**config.mk**
```make
export PLATFORM = sky130hd
export DESIGN_NAME = uart_rx_deserializer
export DESIGN_NICKNAME = d
export VERILOG_FILES = /design/src/rtl/uart_rx_deserializer.sv
export SDC_FILE = /design/constraint.sdc
export NUM_CORES = 2
export LEC_CHECK = 0
export CAP_MARGIN = 10
export CORE_ASPECT_RATIO = 1.75
export CORE_MARGIN = 5
export CORE_UTILIZATION = 55
export CTS_CLUSTER_DIAMETER = 60
export CTS_CLUSTER_SIZE = 12
export DETAILED_ROUTE_END_ITERATION = 10
export GPL_TIMING_DRIVEN = 0
export PLACE_DENSITY = 0.79
export SYNTH_ARGS = -nofsm -noshare
export SYNTH_HDL_FRONTEND = slang
export SYNTH_SLANG_ARGS = --single-unit
```
**constraint.sdc**
```tcl
create_clock -name clk -period 48.5 [get_ports clk]
set_clock_uncertainty 0.05 [all_clocks]
set_input_delay 9.7 -clock clk [delete_from_list [all_inputs] [get_ports clk]]
set_output_delay 9.7 -clock clk [all_outputs]
set_load 0.05 [all_outputs]
```
**src/rtl/uart_rx_deserializer.sv**
```systemverilog
// -----------------------------------------------------------------------------
// uart_rx_deserializer
//   Receives 8N1-style UART frames on rx. Each accepted word is packed into
//   a wide output beat of NUM_WORDS words, with the first word received in
//   the least significant slot. The finished beat is presented on a
//   valid/ready output. Reception continues while a beat waits for
//   m_ready: the words of the next beat collect in a separate assembly
//   register.
//
// Ports
//   clk        in   sole clock, rising edge
//   rst        in   asynchronous, active-high reset
//   rx         in   asynchronous serial line, idle high
//   m_data     out  packed beat, word k at [k*BITS_PER_WORD +: BITS_PER_WORD]
//   m_valid    out  m_data holds a complete beat
//   m_ready    in   downstream accepts the beat this cycle
//   frame_err  out  one-cycle pulse when a stop bit is sampled low
//   overflow   out  one-cycle pulse when a word is dropped (output blocked)
// -----------------------------------------------------------------------------
module uart_rx_deserializer #(
    parameter int CLOCKS_PER_PULSE = 4,   // even, >= 4
    parameter int BITS_PER_WORD    = 8,
    parameter int NUM_WORDS        = 72
) (
    input  logic                               clk,
    input  logic                               rst,
    input  logic                               rx,
    output logic [NUM_WORDS*BITS_PER_WORD-1:0] m_data,
    output logic                               m_valid,
    input  logic                               m_ready,
    output logic                               frame_err,
    output logic                               overflow
);

    localparam int CNT_W  = $clog2(CLOCKS_PER_PULSE);
    localparam int BIT_W  = (BITS_PER_WORD > 1) ? $clog2(BITS_PER_WORD) : 1;
    localparam int WC_W   = (NUM_WORDS > 1) ? $clog2(NUM_WORDS) : 1;
    localparam int BEAT_W = NUM_WORDS * BITS_PER_WORD;

    localparam logic [CNT_W-1:0] HALF_LAST = CNT_W'(CLOCKS_PER_PULSE / 2 - 1);
    localparam logic [CNT_W-1:0] FULL_LAST = CNT_W'(CLOCKS_PER_PULSE - 1);
    localparam logic [BIT_W-1:0] BIT_LAST  = BIT_W'(BITS_PER_WORD - 1);
    localparam logic [WC_W-1:0]  WORD_LAST = WC_W'(NUM_WORDS - 1);

    typedef enum logic [2:0] {
        S_IDLE,
        S_START,
        S_DATA,
        S_STOP,
        S_WAIT_HIGH
    } state_t;

    state_t                   r_state;
    state_t                   w_next_state;
    logic                     r_rx_meta;
    logic                     r_rx_s;
    logic [CNT_W-1:0]         r_cnt;
    logic [BIT_W-1:0]         r_bit_idx;
    logic [BITS_PER_WORD-1:0] r_shift;
    logic [WC_W-1:0]          r_word_cnt;
    logic [BEAT_W-1:0]        r_asm;
    logic [BEAT_W-1:0]        r_m_data;
    logic                     r_m_valid;
    logic                     r_frame_err;
    logic                     r_overflow;

    logic                     w_cnt_clr;
    logic                     w_sample;
    logic                     w_word_done;
    logic                     w_frame_err;
    logic                     w_beat_last;
    logic [BEAT_W-1:0]        w_beat;

    // Two-flop synchronizer; idles high so reset never looks like a start bit.
    // NOTE: sequential state uses non-blocking assignments so every flop
    // samples pre-edge values regardless of statement order.
    always_ff @(posedge clk or posedge rst) begin
        if (rst) begin
            r_rx_meta <= 1'b1;
            r_rx_s    <= 1'b1;
        end else begin
            r_rx_meta <= rx;
            r_rx_s    <= r_rx_meta;
        end
    end

    always_ff @(posedge clk or posedge rst) begin
        if (rst) r_state <= S_IDLE;
        else     r_state <= w_next_state;
    end

    // NOTE: every output of this block gets a default first, so no path
    // leaves a signal unassigned and no latch is inferred.
    always_comb begin
        w_next_state = r_state;
        w_cnt_clr    = 1'b0;
        w_sample     = 1'b0;
        w_word_done  = 1'b0;
        w_frame_err  = 1'b0;
        case (r_state)
            S_IDLE: begin
                if (!r_rx_s) begin
                    w_next_state = S_START;
                    w_cnt_clr    = 1'b1;
                end
            end
            S_START: begin
                // Half a bit in: still low means a real start bit.
                if (r_cnt == HALF_LAST) begin
                    w_cnt_clr    = 1'b1;
                    w_next_state = r_rx_s ? S_IDLE : S_DATA;
                end
            end
            S_DATA: begin
                if (r_cnt == FULL_LAST) begin
                    w_cnt_clr = 1'b1;
                    w_sample  = 1'b1;
                    if (r_bit_idx == BIT_LAST) w_next_state = S_STOP;
                end
            end
            S_STOP: begin
                if (r_cnt == FULL_LAST) begin
                    w_cnt_clr = 1'b1;
                    if (r_rx_s) begin
                        w_word_done  = 1'b1;
                        w_next_state = S_IDLE;
                    end else begin
                        w_frame_err  = 1'b1;
                        w_next_state = S_WAIT_HIGH;
                    end
                end
            end
            S_WAIT_HIGH: begin
                // A held break must not be re-read as a stream of start bits.
                if (r_rx_s) w_next_state = S_IDLE;
            end
            default: w_next_state = S_IDLE;
        endcase
    end

    // Bit timing and serial-to-parallel shift (LSB arrives first).
    always_ff @(posedge clk or posedge rst) begin
        if (rst) begin
            r_cnt     <= '0;
            r_bit_idx <= '0;
            r_shift   <= '0;
        end else begin
            r_cnt <= w_cnt_clr ? '0 : r_cnt + 1'b1;
            if (r_state == S_IDLE) begin
                r_bit_idx <= '0;
            end else if (w_sample) begin
                r_bit_idx <= r_bit_idx + 1'b1;
                r_shift   <= {r_rx_s, r_shift[BITS_PER_WORD-1:1]};
            end
        end
    end

    // Completed beat = collected lower words plus the word arriving now.
    always_comb begin
        w_beat = r_asm;
        w_beat[BEAT_W-BITS_PER_WORD +: BITS_PER_WORD] = r_shift;
    end

    assign w_beat_last = (r_word_cnt == WORD_LAST);

    // NOTE: the beat and assembly registers are reset like any other state so
    // m_data reads zero after reset rather than stale words.
    always_ff @(posedge clk or posedge rst) begin
        if (rst) begin
            r_word_cnt  <= '0;
            r_asm       <= '0;
            r_m_data    <= '0;
            r_m_valid   <= 1'b0;
            r_frame_err <= 1'b0;
            r_overflow  <= 1'b0;
        end else begin
            r_frame_err <= w_frame_err;
            r_overflow  <= 1'b0;
            if (r_m_valid && m_ready) r_m_valid <= 1'b0;
            if (w_word_done) begin
                if (!w_beat_last) begin
                    r_asm[int'(r_word_cnt) * BITS_PER_WORD +: BITS_PER_WORD] <= r_shift;
                    r_word_cnt <= r_word_cnt + 1'b1;
                end else if (!r_m_valid || m_ready) begin
                    // Output free, or freed by this cycle's handshake.
                    r_m_data   <= w_beat;
                    r_m_valid  <= 1'b1;
                    r_word_cnt <= '0;
                end else begin
                    // Blocked: drop the closing word and keep the slot open.
                    r_overflow <= 1'b1;
                end
            end
        end
    end

    assign m_data    = r_m_data;
    assign m_valid   = r_m_valid;
    assign frame_err = r_frame_err;
    assign overflow  = r_overflow;

endmodule

```
==> impl_metrics.tcl <==
set metrics [dict create \
    fin_area_mm2 0.0567 \
    post-route-period-util_pct 25.1 \
    power.share.sequential_pct 49.8 \
    grt_antenna_before_repair 2 \
    ios 583 \
    fin_nets 3924 \
    die_w_um 229 \
    slew_headroom_pct 10.1 \
    synthMostInstantiatedCell "dfrtp_1" \
    place.gp.congestion 0.905 \
    synthesized_area_fraction_occupied_by_xor_and_xnor_cells_pct 0.0378 \
    total_half_perimeter_wirelength_after_legalization_and_detailed_placement_um 102000 \
    postSynthCellCount 3200 \
    grt_overflow 0 \
    port_buffers 582 \
    clockPowerShare_pct 37.7 \
    die-height_um 394 \
    cell_internal_pwr_mw 1.42 \
    number_of_enable_flip_flop_cells_after_synthesis 0 \
    vdd_ir_drop_max_v 0.0000276 \
    cts.root.buffer_cell "clkbuf_16" \
    detailedRoute.firstIterationViolations 1685 \
    clock_path_buffers 3 \
    routed_wire_length_per_instance_um 28.1 \
    dpl_cell_area_mm2 0.0538 \
    syn_nets 3211 \
    seq_area_frac_synth_pct 63.4 \
    sw_frac_of_total_pct 28.4 \
    setup-violations-final 0 \
    sequential_cell_area_mm2 0.0293 \
    first_pass_grt_wire_length_um 209000 \
    drc_errors 0 \
    synth.area.top_cells "dfrtp_1 (63%), mux2_2 (24%), nor2_1 (1.9%), o21ai_0 (1.7%), nor3_4 (1.1%)" \
    grt_pass1_vias 31400 \
    yosys_most_used_dff "dfrtp_1" \
    cts_setup_buffers 0 \
    cts_hold_repair.buffers 0 \
    p_total_mw 1.99 \
    initial_core_util_pct 55.5 \
    totalWireLength_um 140000 \
    die-area_mm2 0.0903 \
    synth_top_family_by_area "multiplexers" \
    synth_top_area_share_pct 63.3 \
    fin_cells 4992 \
    place_inst 4869 \
    rsz0062_at_grt "false" \
    synth_mux_area_share_pct 24.6 \
    mappedNetlistArea_mm2 0.0463 \
    path_class "in -> async" \
    async_reset_ff_share_pct 100 \
    clock.fmax_mhz 82.3 \
    hold_viol 0 \
    netlist-cell-type-count 63 \
    outcome "completed" \
    area_delta_synth_final_pct 22.4 \
    timing.critical_path.fanout_max 125 \
    cts_resized 0 \
    fillCellCount 6012 \
    cts.sink_count 1172 \
    post_route_cells_drive_above_1_share_pct 32.8 \
    max_cap_viol_count 0 \
    yosys.area_share.adder_pct 0.189 \
    hold_path.class "reg -> reg" \
    required_time_at_the_endpoint_of_the_critical_path_ps 49290 \
    global_routing_usage_summed_across_all_routing_layers_pct 30.9 \
    placement_rows 140 \
    detail_route.first_pass.iterations 5 \
    worstSetupEndpointType "async pin" \
    net-switching-power_mw 0.564 \
    synth.cells.most_frequent "dfrtp_1 (1170), mux2_2 (986), nor2_1 (235)" \
    htree_levels 3 \
    synth.ff_latch_count 1172 \
    clock_slew_at_reported_path_ffs_ps 70 \
    power.density_cell_area_mw_per_mm2 35.1 \
    finalWorstPathRequiredPeriod_ps 12150 \
    leakage_nw 27.8 \
    cts_tree "yes" \
    synth-simple-area-share_pct 6.45 \
    synth.largest_area_cell "dfrtp_1" \
    latest_clock_arrival_within_the_worst_skew_pair_ps 710 \
    drt-vias-per-instance 5.87 \
    ant_nets 0 \
    antenna_cells_inserted 0 \
    multi_input_area_mm2 0.0161 \
    placeableCoreArea_mm2 0.0834 \
    timing_max_transition_violations_final 0 \
    worst_endpoint_data_arrival_time_ps 12940 \
    worstMarginPinSlew_ps 1350 \
    yosys_warnings 0 \
    routed-via-count 29300 \
    largest_net_degree_at_the_start_of_global_routing 136 \
    combinational_share_of_power_pct 12.5 \
    cts-buffers-inserted 107 \
    synth_area_in_compound_gates_pct 3.54 \
    synthesized_area_divided_by_synthesized_cell_count_um2 14.5 \
    timing.critical_path.from_type "input port" \
]
worst max-delay path, cell delays in order:
cell and delay [ps]:
clkdlybuf4s50_1 490, inv_8 540, buf_16 530, buf_16 470, buf_16 430, buf_16 380
path summary, 6_finish.rpt:
check / from / to / slack (ps) / cells after the start
max: rst / r_asm[172] / 36350 / 6
min: r_rx_meta / r_rx_s / 310 / 0
max reg2reg: r_word_cnt[0] / r_asm[420] / 43400 / 13
min reg2reg: r_rx_meta / r_rx_s / 310 / 0
max in group clk: m_ready / m_data[265] / 36460 / 6
min in group asynchronous: rst / m_data[460] / 9480 / 2
routing by layer:
metal | vias to the layer above | track usage, % | part of all wire [%]
met5 | - | 0 | 0.0093
met4 | 2 | 13.7 | 5.0
met3 | 261 | 7.99 | 7.0
met2 | 972 | 52.4 | 50
met1 | 15400 | 37.5 | 38
li1 | 12700 | - | -
layout by cell type (no fill, tap or decap), drive strengths merged, types with 2 or more instances in the layout:
| cell type | n |
|---|---|
| a2111oi | 2 |
| a211oi | 2 |
| a21o | 64 |
| a21oi | 7 |
| a22o | 2 |
| a31oi | 3 |
| and2 | 2 |
| buf | 111 |
| clkbuf | 208 |
| clkdlybuf4s50 | 582 |
| clkinv | 3 |
| dfrtp | 1170 |
| dfstp | 2 |
| ha | 7 |
| inv | 19 |
| mux2 | 1008 |
| mux2i | 2 |
| nand2 | 73 |
| nand2b | 9 |
| nand3 | 32 |
| nand3b | 2 |
| nand4 | 6 |
| nor2 | 239 |
| nor2b | 2 |
| nor3 | 76 |
| nor4 | 71 |
| o2111ai | 6 |
| o211ai | 3 |
| o21a | 2 |
| o21ai | 159 |
| o221ai | 2 |
| o2bb2ai | 2 |
| o31ai | 3 |
| o32ai | 2 |
| or2 | 13 |
| or3 | 19 |
per-stage QoR:
step	TNS, ps	setup slack, ps	hold WS, ps	util, %
floorplan	0	5740	295	-
global placement	-7248920	-6400	299	64.1
detailed placement	0	35520	300	64.6
CTS	0	36250	309	68.0
global route	0	35860	315	68.0
finish	0	36350	309	68.0
flip-flops by register name, indices dropped and copies added, names as in the netlist:
signal / cells
r_bit_idx: 3
m_valid: 1
r_asm: 568
r_state: 3
r_rx_s: 1
overflow: 1
r_rx_meta: 1
r_shift: 8
m_data: 576
r_word_cnt: 7
r_cnt: 2
frame_err: 1
logic make-up (layout without fill, tap and decap cells):
group / after synthesis / in the layout
buf+inv: 197 / 924
fa+ha+maj: 7 / 7
mux: 1010 / 1010
simple gates: 549 / 549
flops: 1172 / 1172
xor+xnor: 2 / 2
compound gates: 263 / 263
power groups by stage:
stage | clock network, mW | logic, mW | registers, mW
after floorplan | 0 | 0.143 | 1.01
after global placement | 0 | 0.242 | 1.01
after detailed placement | 0 | 0.249 | 1.01
after CTS | 0.761 | 0.250 | 0.989
after global routing | 0.798 | 0.264 | 0.989
final | 0.749 | 0.249 | 0.989
cell type report:
class                   instances  share of cell area, %
multi-input cells            1831                   28.4
repair buffers                604                   10.9
clock buffers                 118                   4.84
well taps                    1065                   2.35
clock inverters                 5                  0.174
inverters                      18                  0.132
plain buffers                 179                   1.40
flip-flops and latches       1172                   51.8
Note: power is estimated with default switching activity, not from simulation.
